## src/rtl/uart_pkg.sv

```systemverilog
// -----------------------------------------------------------------------------
// uart_pkg
// Shared definitions for the arbitrated UART transmitter:
//   - state_t        : transmitter FSM states (PARITY exists only when
//                      UART_TX_PARITY_EN is defined)
//   - DATA_BITS      : payload bits per frame
//   - FRAME_BITS     : total bits per frame (start + data [+ parity] + stop)
//   - calc_div()     : clock cycles per serial bit from MHz clock and baud rate
// Optional feature macro: UART_TX_PARITY_EN (even parity bit before stop).
// -----------------------------------------------------------------------------
package uart_pkg;

    localparam int DATA_BITS = 8;

`ifdef UART_TX_PARITY_EN
    localparam int FRAME_BITS = 11;
`else
    localparam int FRAME_BITS = 10;
`endif

    typedef enum logic [2:0] {
        IDLE   = 3'd0,
        START  = 3'd1,
        DATA   = 3'd2,
`ifdef UART_TX_PARITY_EN
        PARITY = 3'd3,
`endif
        STOP   = 3'd4
    } state_t;

    // Integer division truncates, matching the nominal bit period in cycles.
    function automatic int calc_div(input int clock_mhz, input int baud);
        return (clock_mhz * 1000000) / baud;
    endfunction

endpackage

```

## src/rtl/uart_baud_gen.sv

```systemverilog
// -----------------------------------------------------------------------------
// uart_baud_gen
// Bit-period counter. Counts 0..DIV-1 and raises tick for one cycle at DIV-1.
// Ports:
//   clk     in  : clock, rising edge
//   rst     in  : synchronous active-high reset (count -> 0)
//   restart in  : force the count back to 0 on the next edge (state entry)
//   tick    out : high while count == DIV-1
// -----------------------------------------------------------------------------
module uart_baud_gen #(
    parameter int DIV = 434
) (
    input  logic clk,
    input  logic rst,
    input  logic restart,
    output logic tick
);

    localparam int CNT_W = $clog2(DIV);
    localparam logic [CNT_W-1:0] LAST = CNT_W'(DIV - 1);

    logic [CNT_W-1:0] count;

    assign tick = (count == LAST);

    always_ff @(posedge clk) begin
        if (rst || restart || tick) begin
            count <= '0;
        end else begin
            count <= count + 1'b1;
        end
    end

endmodule

```

## src/rtl/uart_tx_arbiter.sv

```systemverilog
// -----------------------------------------------------------------------------
// uart_tx_arbiter
// Two-requester round-robin arbiter feeding a single UART transmitter (8N1, or
// 8E1 when UART_TX_PARITY_EN is defined).
// Parameters:
//   CLOCK     : system clock in MHz
//   BAUD      : serial bit rate in bit/s
// Ports:
//   clk       in  : clock, rising edge
//   rst       in  : synchronous active-high reset
//   req_valid in  : [1:0] per-requester byte valid
//   req0_data in  : requester 0 byte
//   req1_data in  : requester 1 byte
//   req_ready out : [1:0] accept strobe, only to the arbitration winner in IDLE
//   tx        out : registered serial line, idle high
//   busy      out : high while a frame is in progress
//   grant_id  out : requester of the current or last accepted byte
// Optional feature macro: UART_TX_PARITY_EN.
// -----------------------------------------------------------------------------
module uart_tx_arbiter
    import uart_pkg::*;
#(
    parameter int CLOCK = 50,
    parameter int BAUD  = 115200
) (
    input  logic       clk,
    input  logic       rst,
    input  logic [1:0] req_valid,
    input  logic [7:0] req0_data,
    input  logic [7:0] req1_data,
    output logic [1:0] req_ready,
    output logic       tx,
    output logic       busy,
    output logic       grant_id
);

    localparam int DIV = calc_div(CLOCK, BAUD);

    generate
        if (DIV < 2) begin : g_div_check
            $error("uart_tx_arbiter: CLOCK/BAUD give DIV < 2");
        end
    endgenerate

    state_t     state, state_n;
    logic       tx_n;
    logic [2:0] bit_idx, bit_idx_n;
    logic [7:0] data_q;
    logic       ptr;
    logic       win;
    logic       accept;
    logic       restart;
    logic       tick;

    uart_baud_gen #(
        .DIV (DIV)
    ) u_baud (
        .clk     (clk),
        .rst     (rst),
        .restart (restart),
        .tick    (tick)
    );

    // With both requesting, the pointer decides; otherwise the lone requester wins.
    assign win  = (req_valid == 2'b11) ? ptr : req_valid[1];
    assign busy = (state != IDLE);

    always_comb begin
        state_n   = state;
        tx_n      = tx;
        bit_idx_n = bit_idx;
        restart   = 1'b0;
        accept    = 1'b0;
        req_ready = 2'b00;
        case (state)
            IDLE: begin
                tx_n = 1'b1;
                // Ready is suppressed during reset so nothing is accepted then.
                if (!rst && (req_valid != 2'b00)) begin
                    accept         = 1'b1;
                    req_ready[win] = 1'b1;
                    state_n        = START;
                    tx_n           = 1'b0;
                    restart        = 1'b1;
                end
            end
            START: begin
                if (tick) begin
                    state_n   = DATA;
                    tx_n      = data_q[0];
                    bit_idx_n = 3'd0;
                    restart   = 1'b1;
                end
            end
            DATA: begin
                if (tick) begin
                    restart = 1'b1;
                    // Leave on the last bit rather than letting the index wrap.
                    if (bit_idx == 3'(DATA_BITS - 1)) begin
`ifdef UART_TX_PARITY_EN
                        state_n = PARITY;
                        tx_n    = ^data_q;
`else
                        state_n = STOP;
                        tx_n    = 1'b1;
`endif
                    end else begin
                        bit_idx_n = bit_idx + 3'd1;
                        tx_n      = data_q[bit_idx + 3'd1];
                    end
                end
            end
`ifdef UART_TX_PARITY_EN
            PARITY: begin
                if (tick) begin
                    state_n = STOP;
                    tx_n    = 1'b1;
                    restart = 1'b1;
                end
            end
`endif
            STOP: begin
                if (tick) begin
                    state_n = IDLE;
                    tx_n    = 1'b1;
                    restart = 1'b1;
                end
            end
            default: begin
                state_n = IDLE;
                tx_n    = 1'b1;
            end
        endcase
    end

    always_ff @(posedge clk) begin
        if (rst) begin
            state    <= IDLE;
            tx       <= 1'b1;
            bit_idx  <= 3'd0;
            grant_id <= 1'b0;
            ptr      <= 1'b0;
        end else begin
            state   <= state_n;
            tx      <= tx_n;
            bit_idx <= bit_idx_n;
            if (accept) begin
                grant_id <= win;
                ptr      <= ~win;
            end
        end
    end

    // Payload holding register; requesters may change data after acceptance.
    always_ff @(posedge clk) begin
        if (accept) begin
            data_q <= win ? req1_data : req0_data;
        end
    end

endmodule
```

## config.mk

```make
export PLATFORM = sky130hd
export DESIGN_NAME = uart_tx_arbiter
export DESIGN_NICKNAME = d
export VERILOG_FILES = /design/src/rtl/uart_pkg.sv /design/src/rtl/uart_baud_gen.sv /design/src/rtl/uart_tx_arbiter.sv
export SDC_FILE = /design/constraint.sdc
export NUM_CORES = 1
export LEC_CHECK = 0
export ABC_AREA = 0
export CORE_UTILIZATION = 40
export DETAILED_ROUTE_END_ITERATION = 16
export DONT_BUFFER_PORTS = 1
export SLEW_MARGIN = 30
export SYNTH_ARGS = -nofsm -noshare
export SYNTH_HDL_FRONTEND = slang
export SYNTH_SLANG_ARGS = --single-unit
```

## constraint.sdc

```tcl
create_clock -name clk -period 1.9 [get_ports clk]
set_clock_uncertainty 0.1 [all_clocks]
set_input_delay 0.38 -clock clk [delete_from_list [all_inputs] [get_ports clk]]
set_output_delay 0.38 -clock clk [all_outputs]
set_load 0.005 [all_outputs]
```

======== Yosys cells after proc, flatten, opt, wreduce, memory -nomap -nowiden ========
Cells that the tools add are included.
word-level totals
  register bits ........................... 26
  bits in latches ......................... 0
  RAM bits ................................ 0
  bits in read-only memories .............. 0
  logic and storage cells ................. 65
  memories kept ........................... 0
cells by class
  $add $sub $neg .......................... 2
  multiply operators ...................... 0
  div/mod/pow operators ................... 0
  $lt $le $gt $ge ......................... 3
  eq/ne operators ......................... 12
  shift operators ......................... 0
  mux-type cells .......................... 27
  bitwise operators ....................... 1
  reduce and logical (&&, ||, !) cells .... 13
operators with widths
  kind                                                                      number
  3-bit two-way mux                                                         7
  3-bit case mux with 4 select lines                                        1
  1-bit two-way mux                                                         11
  9-bit by 1-bit adder with 9-bit output (second input constant)            1
  9-bit == test (second input constant)                                     1
  8-bit two-way mux                                                         1
  3-bit == test (second input constant)                                     2
  2-bit by 1-bit inequality test with 1-bit output (second input constant)  3
  2-bit inequality test (second input constant)                             3
  3-bit case mux with 2 select lines                                        1
  5-bit AND reduction                                                       1
  3-bit by 4-bit < comparator with 1-bit output (second input constant)     1
  2-bit two-way mux                                                         2
  1-bit case mux with 4 select lines                                        1
  4-bit AND reduction                                                       1
  2-bit nonzero test                                                        2
  3-bit by 1-bit adder with 3-bit output (second input constant)            1
  1-bit binary-select mux with 3-bit select                                 1
  3-bit by 1-bit == test with 1-bit output (second input constant)          1
  3-bit by 2-bit == test with 1-bit output (second input constant)          1
  3-bit zero test                                                           1
  3-bit AND reduction                                                       1
  3-bit nonzero test                                                        1
  3-bit OR reduction                                                        1
  other kinds (9)                                                           11

======== Depth between registers and ports, before layout ========
Gate-level depths: netlist of run 1.
  depth in word-level cells ............... 8
  mapped depth ............................ 7
  depth with buffers taken out ............ 6

======== Hierarchy ========
From an unflattened synthesis of run 1, not the netlist that was laid out.
unflattened totals
  cells, all modules ...................... 133
  area total of the unflattened synthesis .. 1,336.3 sq um
modules (own cells, without submodules)
  module           instances  cells each  area an instance (sq um)  sequential area each (sq um)
  uart_tx_arbiter  1          87          922.1                     420.4
  uart_baud_gen    1          46          414.1                     180.2

======== Worst setup path before layout of run 1 ========
Ideal clock, no wire load.
  path type ............................... reg-to-reg
  start ................................... register bit_idx[0]
  end ..................................... register bit_idx[0]
  setup time .............................. 0.127 ns
  arrival ................................. 1.791 ns
  data required time ...................... 1.673 ns
  slack ................................... -0.118 ns
  stages on the path, launching flop included .. 7
  path through ............................ dfxtp_1 > ha_1 > ha_1 > or3b_4 > a2111oi_4 > mux2i_1 > nor2_1
on the way
  word-level cells in the longest chain between the ends .. 4
ends and longest elaborated chain
  what                                    RTL line                RTL
  from (decl)                             uart_tx_arbiter.sv:47   logic [2:0] bit_idx, bit_idx_n;
  from (signal assigned)                  uart_tx_arbiter.sv:146  bit_idx <= bit_idx_n;
  3-bit by 1-bit adder with 3-bit output  uart_tx_arbiter.sv:108  bit_idx_n = bit_idx + 3'd1;
  3-bit two-way mux                       uart_tx_arbiter.sv:99   if (bit_idx == 3'(DATA_BITS - 1)) begin
  3-bit two-way mux                       uart_tx_arbiter.sv:96   if (tick) begin
  3-bit case mux with 2 select lines      uart_tx_arbiter.sv:75   case (state)
Several ways; a longest one is shown, not always the timed one. The select of a mux whose other input is x is not followed.
A chain may end at the register's enable or synchronous reset.

======== Worst setup path in the final report of run 1 ========
Ends and elaborated chain as after synthesis.

==> summary.md, run 1 <==
| Metric | Value |
|---|---|
| Post-synthesis average cell area | `10.4 µm²` |
| Relative slew slack | `around two thirds` |
| Worst VDD drop | `0.480 mV` |
| Vias in the first global route | `883` |
| Nets | `roughly 160` |
| Hold Path Class | `in -> reg` |
| Hold depth | `1` |
| Critical path class | `reg -> reg` |
| Pre-Repair DR Iteration Count | `4` |
| Die area | `approximately 3600 µm²` |
| Initial antenna violation count | `0` |
| Pins Over Slew Limit | `0` |
| Clock transition at the registers of the reported paths | `0.15 ns` |
| Failing checks | `hold timing, setup timing` |
| Routed len/inst | `14.4 µm` |
| Netlist cell types | `40` |
| Synth Net Count | `152` |
| Setup_tns | `-0.0400 ns` |
| Via count | `958` |
| Post-synthesis register bit count | `26` |
| Worst path slowest cell | `a2111oi_4` |
| Final setup margin | `-0.0390 ns` |
| Detail Route Antenna Nets | `0` |
| # DRC | `0` |
| WHS | `-0.0137 ns` |
| IO buf count | `0` |
| Crit path cell chain | `ha_4 > ha_4 > or3b_4 > a2111oi_4 > mux2i_1 > nor2_1` |
| Maxcap violations | `0` |
| CTS tree | `built` |
| Final Util | `50.1%` |
| N_diodes | `0` |
| Finished Cell Area | `1560 µm²` |
| CTS root buf | `clkbuf_4` |
| Largest net degree at the start of global routing | `16` |
| RSZ-0062 raised after global routing | `true` |
| Clk sink count | `26` |
| Critical Path AT | `between 2 and 2.5 ns` |
| DR vias/cell | `about 5.3` |
| Status | `finished with violations` |
| Final Hold Viols | `7` |
| Placed cells | `173` |
| Core area | `3100 µm²` |
| Worst-case clock buffer depth | `2` |
| Starting density of the core | `42.8%` |
| GRT Util Overall | `16.2%` |
| Synth Instances | `around 130` |
| Register area share after synthesis | `45.2%` |
| Syn. warnings | `0` |
| Routed Wire Length | `2600 µm` |
| Post-Synthesis Cell Area | `1330 µm²` |
| Skew-Pair Late Insertion Delay | `0.33 ns` |
| Fillcell total | `about 310` |
| First-iteration detailed-routing DRC count | `33` |
| CTS H-tree lvls | `1` |
| Most used cell along the critical path | `ha_4` |
| Worst-path maximum fanout | `5` |
| Total grt overflow | `0` |
| Chip width | `59.6 µm` |
| Worst R2R Path Depth | `6` |
| P&R area growth vs syn | `17.0%` |
| Most frequent cells in the layout | `nor2_1 (13), dfxtp_1 (13), buf_4 (10)` |
| Worst Tran Pin Value | `0.484 ns` |
| Io pins | `25` |
| Crit path required time | `2.05 ns` |
| Leakage power | `0.540 nW` |
| Share of layout cells above drive strength 1 | `30.7%` |
| First-pass GRT wire length | `between 4000 and 5000 µm` |
| Dpl hpwl | `approximately 1800 µm` |
| Final Cycle Share | `102%` |
| CTS buffer count | `3` |
| Power Density | `698 nW/µm²` |
| Final Critical Period | `1.94 ns` |
| Die height | `59.6 µm` |
| Max incr delay on CP | `0.41 ns` |
| Count of final setup violators | `2` |
| DP Area | `between 1000 and 1500 µm²` |
| Site Rows | `20` |
| Hold Buf Count CTS | `1` |
| Max Fclk | `about 0.52 GHz` |
| Startpoint Class | `flop` |
| Post-route insts no fill | `181` |
| Crit end category | `flop` |
| Routability cong. | `0.783` |
-- kinds of logic (layout without fill, tap and decap cells) --
logic type	after synthesis	in the layout	share of synthesized area, %
simple gates	49	49	21.5
flops	26	26	45.2
compound gates	18	18	10.2
mux	12	12	10.7
buf+inv	11	20	3.39
xor+xnor	8	8	5.27
fa+ha+maj	4	4	3.77
-- where the power goes --
| part | leakage, nW | internal [mW] | switching, mW |
|---|---|---|---|
| Combinational | 0.289 | 0.0453 | 0.0409 |
| Sequential | 0.223 | 0.594 | 0.0135 |
| Clock | 0.0279 | 0.214 | 0.177 |
| Total | 0.540 | 0.853 | 0.232 |
-- cells in the mapped netlist --
| cell | count | area [µm²] |
|---|---|---|
| dfxtp_1 | 18 | 360 |
| o21ai_2 | 1 | 8.76 |
| nor2b_1 | 2 | 12.5 |
| nor3_1 | 4 | 20.0 |
| or3b_1 | 1 | 8.76 |
| a21oi_1 | 5 | 25.0 |
| a21o_1 | 1 | 7.51 |
| edfxtp_1 | 8 | 240 |
| o21ai_0 | 2 | 10.0 |
| a211oi_1 | 3 | 22.5 |
| or3_1 | 3 | 18.8 |
| nand3_1 | 5 | 25.0 |
| a221oi_1 | 1 | 8.76 |
| mux4_2 | 1 | 22.5 |
| nor3_4 | 1 | 16.3 |
| o211a_1 | 1 | 10.0 |
| nand4_1 | 1 | 6.26 |
| xor2_1 | 4 | 35.0 |
| nor4_1 | 2 | 12.5 |
| a2111oi_4 | 1 | 27.5 |
| xnor2_1 | 4 | 35.0 |
| o21ai_1 | 3 | 15.0 |
| inv_2 | 2 | 7.51 |
| or4_1 | 1 | 7.51 |
| nand4b_1 | 2 | 17.5 |
| mux2_2 | 8 | 90.1 |
| nand2b_1 | 4 | 25.0 |
| or2_1 | 1 | 6.26 |
| nand2_1 | 4 | 15.0 |
| and4_1 | 1 | 8.76 |
| and2_1 | 1 | 6.26 |
| ha_1 | 4 | 50.1 |
| clkbuf_1 | 2 | 7.51 |
| inv_1 | 4 | 15.0 |
| nor2_1 | 13 | 48.8 |
| mux2i_1 | 3 | 30.0 |
| nand3b_1 | 1 | 7.51 |
| or3b_4 | 1 | 11.3 |
| nand4bb_1 | 1 | 11.3 |
| buf_2 | 3 | 15.0 |
-- final cells by class --
class                           instances  area (µm²)  area share (%)
Timing Repair Buffer                   10        75.1            4.83
Clock inverter                          1        30.0            1.93
Multi-Input combinational cell         91         741            47.6
Tap cell                               44        55.1            3.54
Clock buffer                            3        22.5            1.45
Sequential cell                        26         609            39.2
Inverter                                6        22.5            1.45
-- registers in the layout (all words and copies together) (netlist names) --
register      count
bit_idx           3
data_q            8
grant_id          1
ptr               1
state             3
tx                1
u_baud.count      9
-- worst max-delay path, delay by kind of cell, from the launching register on --
family                   cells  cell delay, ns
AO/OA/AOI/OAI                1            0.41
adder cells (fa/ha/maj)      2            0.31
flip-flops                   1            0.37
multiplexers                 1            0.23
AND/OR/NAND/NOR              2            0.45
-- per-stage QoR --
step	power [mW]	setup slack, ns	hold slack, ns
5_1_grt	1.13	-0.130	-0.0426
6_report	1.09	-0.0390	-0.0137
4_1_cts	1.09	-0.0326	-0.0213
3_3_place_gp	0.693	-0.00394	0.348
3_5_place_dp	0.697	-0.0238	0.350
2_1_floorplan	0.681	-0.00206	0.341
-- routing by layer --
layer	GRT usage (%)	vias up	share of wire, %
li1	-	479	-
met1	20.7	444	46
met2	24.7	27	46
met3	5.24	8	5.4
met4	7.64	0	2.3
met5	0	-	0
-- path summary, 6_finish.rpt --
path | slack (ns) | to | start
min reg2reg | 0.40 | bit_idx[1]$_SDFFE_PP0P_ | bit_idx[1]$_SDFFE_PP0P_
max | -0.04 | bit_idx[0]$_SDFFE_PP0P_ | bit_idx[0]$_SDFFE_PP0P_
max reg2reg | -0.04 | bit_idx[0]$_SDFFE_PP0P_ | bit_idx[0]$_SDFFE_PP0P_
min | -0.01 | bit_idx[1]$_SDFFE_PP0P_ | rst
-- repair_timing --
item,4_1_cts,5_1_grt
setup buffers,3,1
pin swaps,4,1
setup endpoints to repair,5,7
resized for setup,7,5
hold endpoints to repair,7,7
Note: power is estimated with default switching activity, not from simulation.
==> run 2: changes to the inputs <==
--- a/config.mk
+++ b/config.mk
@@ -7,6 +7,7 @@
 export LEC_CHECK = 0
 export ABC_AREA = 0
 export CORE_UTILIZATION = 40
+export CTS_CLUSTER_SIZE = 12
 export DETAILED_ROUTE_END_ITERATION = 16
 export DONT_BUFFER_PORTS = 1
 export SLEW_MARGIN = 30
==> results of run 2 <==
No change in the layout: final DEF, timing and power equal those of run 1.
==> run 3: changes to the inputs <==
--- a/config.mk
+++ b/config.mk
@@ -10,6 +10,7 @@
 export CTS_CLUSTER_SIZE = 12
 export DETAILED_ROUTE_END_ITERATION = 16
 export DONT_BUFFER_PORTS = 1
+export PLACE_DENSITY = 0.54
 export SLEW_MARGIN = 30
 export SYNTH_ARGS = -nofsm -noshare
 export SYNTH_HDL_FRONTEND = slang
==> run 3 against run 2 <==
Against the previous run:
- largest cell class unchanged
- the flow still finishes with violations (hold timing, setup timing)
- global-route usage is 1.3 points lower
- sequential power is essentially flat
- register-to-register slack barely moved
==> summary.md, run 3 (synthesized netlist as in run 1, its figures left out) <==
| Metric | Value |
|---|---|
| First-pass GRT wire length | `3930 µm (-5.1%)` |
| N_diodes | `0 (unchanged)` |
| Vias in the first global route | `905 (+2.5%)` |
| First-iteration detailed-routing DRC count | `44 (+33%)` |
| Site Rows | `20 (unchanged)` |
| Worst-path maximum fanout | `5 (unchanged)` |
| P&R area growth vs syn | `14.4%` |
| Final setup margin | `-0.0490 ns (-0.0100 ns)` |
| CTS root buf | `clkbuf_4` |
| Max Fclk | `0.513 GHz (-0.52%)` |
| Setup_tns | `-0.0490 ns (-0.00902 ns)` |
| Routed Wire Length | `2320 µm (-11%)` |
| Crit path cell chain | `ha_4 > ha_4 > or3b_4 > a2111oi_4 > mux2i_1 > nor2_1` |
| Relative slew slack | `74.8% (+7.1 points)` |
| Failing checks | `hold timing, setup timing` |
| Final Util | `49.0% (-1.1 points)` |
| Crit path required time | `2.04 ns (about the same)` |
| Routability cong. | `0.770 (-1.7%)` |
| Count of final setup violators | `1 (-1)` |
| Die area | `3560 µm² (unchanged)` |
| WHS | `-0.00556 ns (+0.00813 ns)` |
| Routed len/inst | `12.8 µm (-11%)` |
| Total grt overflow | `0 (unchanged)` |
| IO buf count | `0 (unchanged)` |
| Starting density of the core | `42.8% (unchanged)` |
| Commonest non-fill, non-tap cell in the layout | `dfxtp_1` |
| Critical Path AT | `2.08 ns (about the same)` |
| CTS buffer count | `3 (unchanged)` |
| Worst Tran Pin Value | `0.377 ns (-0.106 ns)` |
| Worst VDD drop | `0.341 mV (-29%)` |
| Startpoint Class | `flop` |
| Status | `finished with violations` |
| Placed cells | `176 (+1.7%)` |
| Family with the most delay on the worst path | `simple AND/OR/NAND/NOR gates` |
| Pins Over Slew Limit | `0 (unchanged)` |
| Io pins | `25 (unchanged)` |
| Post-route insts no fill | `181 (unchanged)` |
| Most frequent cells in the layout | `dfxtp_1 (15), nor2_1 (13), buf_4 (9)` |
| Top Registers | `u_baud.count x9, data_q x8` |
| CTS H-tree lvls | `1 (unchanged)` |
| Final Critical Period | `1.95 ns (+0.0100 ns)` |
| Initial antenna violation count | `0 (unchanged)` |
| Pre-Repair DR Iteration Count | `3 (-1)` |
| Clk sink count | `26 (unchanged)` |
| DR vias/cell | `5.18 (-2.2%)` |
| Core area | `3100 µm² (unchanged)` |
| Chip width | `59.6 µm (unchanged)` |
| Most used cell along the critical path | `ha_4` |
| Worst-case clock buffer depth | `2 (unchanged)` |
| Clock transition at the registers of the reported paths | `0.15 ns (about the same)` |
| Max incr delay on CP | `0.40 ns (about the same)` |
| Nets | `162 (unchanged)` |
| RSZ-0062 raised after global routing | `true` |
| Crit end category | `flop` |
| GRT Util Overall | `14.9% (-1.3 points)` |
| Hold Path Class | `in -> reg` |
| Leakage power | `0.526 nW (-2.6%)` |
| Power Density | `615 nW/µm² (-12%)` |
| Worst path slowest cell | `or3b_4` |
| Largest net degree at the start of global routing | `15 (-1)` |
| Most flop-heavy register | `u_baud.count` |
| CTS tree | `built` |
| Dpl hpwl | `1770 µm (-1.7%)` |
| Via count | `937 (-2.2%)` |
| Critical path class | `reg -> reg` |
| Maxcap violations | `0 (unchanged)` |
| Buf/Inv on CP | `0 (unchanged)` |
| Skew-Pair Late Insertion Delay | `0.32 ns (about the same)` |
| Detail Route Antenna Nets | `0 (unchanged)` |
| Hold Buf Count CTS | `1 (unchanged)` |
| Die height | `59.6 µm (unchanged)` |
| # DRC | `0 (unchanged)` |
| Final Cycle Share | `103% (+0.53 points)` |
| Share of layout cells above drive strength 1 | `24.8% (-5.8 points)` |
| Max reg flops | `9 (unchanged)` |
| Final Hold Viols | `3 (-4)` |
[run 3: cell type report]
cell class,count,area [µm²]
Tap cell,44,55.1
Clock buffer,3,22.5
Fill cell,330,1580
Sequential cell,26,604
Multi-Input combinational cell,91,734
Timing Repair Buffer,10,77.6
Inverter,6,22.5
Clock inverter,1,3.75
[run 3: layer usage]
layer	up-vias	global-route usage [%]	wire [µm]
met2	21	23.9	996
li1	480	-	-
met1	434	20.6	1210
met5	-	0	0
met3	2	3.28	96
met4	0	2.99	7
[run 3: power by group]
part	internal [mW]	switching [mW]	leakage, nW	total [mW]
clock network	0.0769	0.166	0.0154	0.243
logic	0.0435	0.0406	0.288	0.0841
registers	0.595	0.0127	0.223	0.608
total	0.716	0.219	0.526	0.935
[run 3: worst paths after layout]
kind,startpoint,end,slack (ns),cells past startpoint
setup / recovery,bit_idx[0]$_SDFFE_PP0P_,bit_idx[0]$_SDFFE_PP0P_,-0.05,6
hold / removal,rst,bit_idx[1]$_SDFFE_PP0P_,-0.006,1
setup reg to reg,bit_idx[0]$_SDFFE_PP0P_,bit_idx[0]$_SDFFE_PP0P_,-0.05,6
hold reg to reg,bit_idx[1]$_SDFFE_PP0P_,bit_idx[1]$_SDFFE_PP0P_,0.40,2
[run 3: repair_timing]
item	CTS	global route
endpoints found under the setup margin	5	6
endpoints found under the hold margin	5	6
pin swaps	6	0
buffers inserted	0	0
resized for setup	3	3
[run 3: stage by stage]
step | setup slack, ns | power, mW | instance area [µm²]
floorplan | -0.00206 | 0.681 | 1360
global placement | -0.00777 | 0.697 | 1460
detailed placement | -0.0371 | 0.700 | 1460
CTS | -0.0468 | 0.940 | 1500
global route | -0.112 | 0.980 | 1520
finish | -0.0490 | 0.935 | 1520
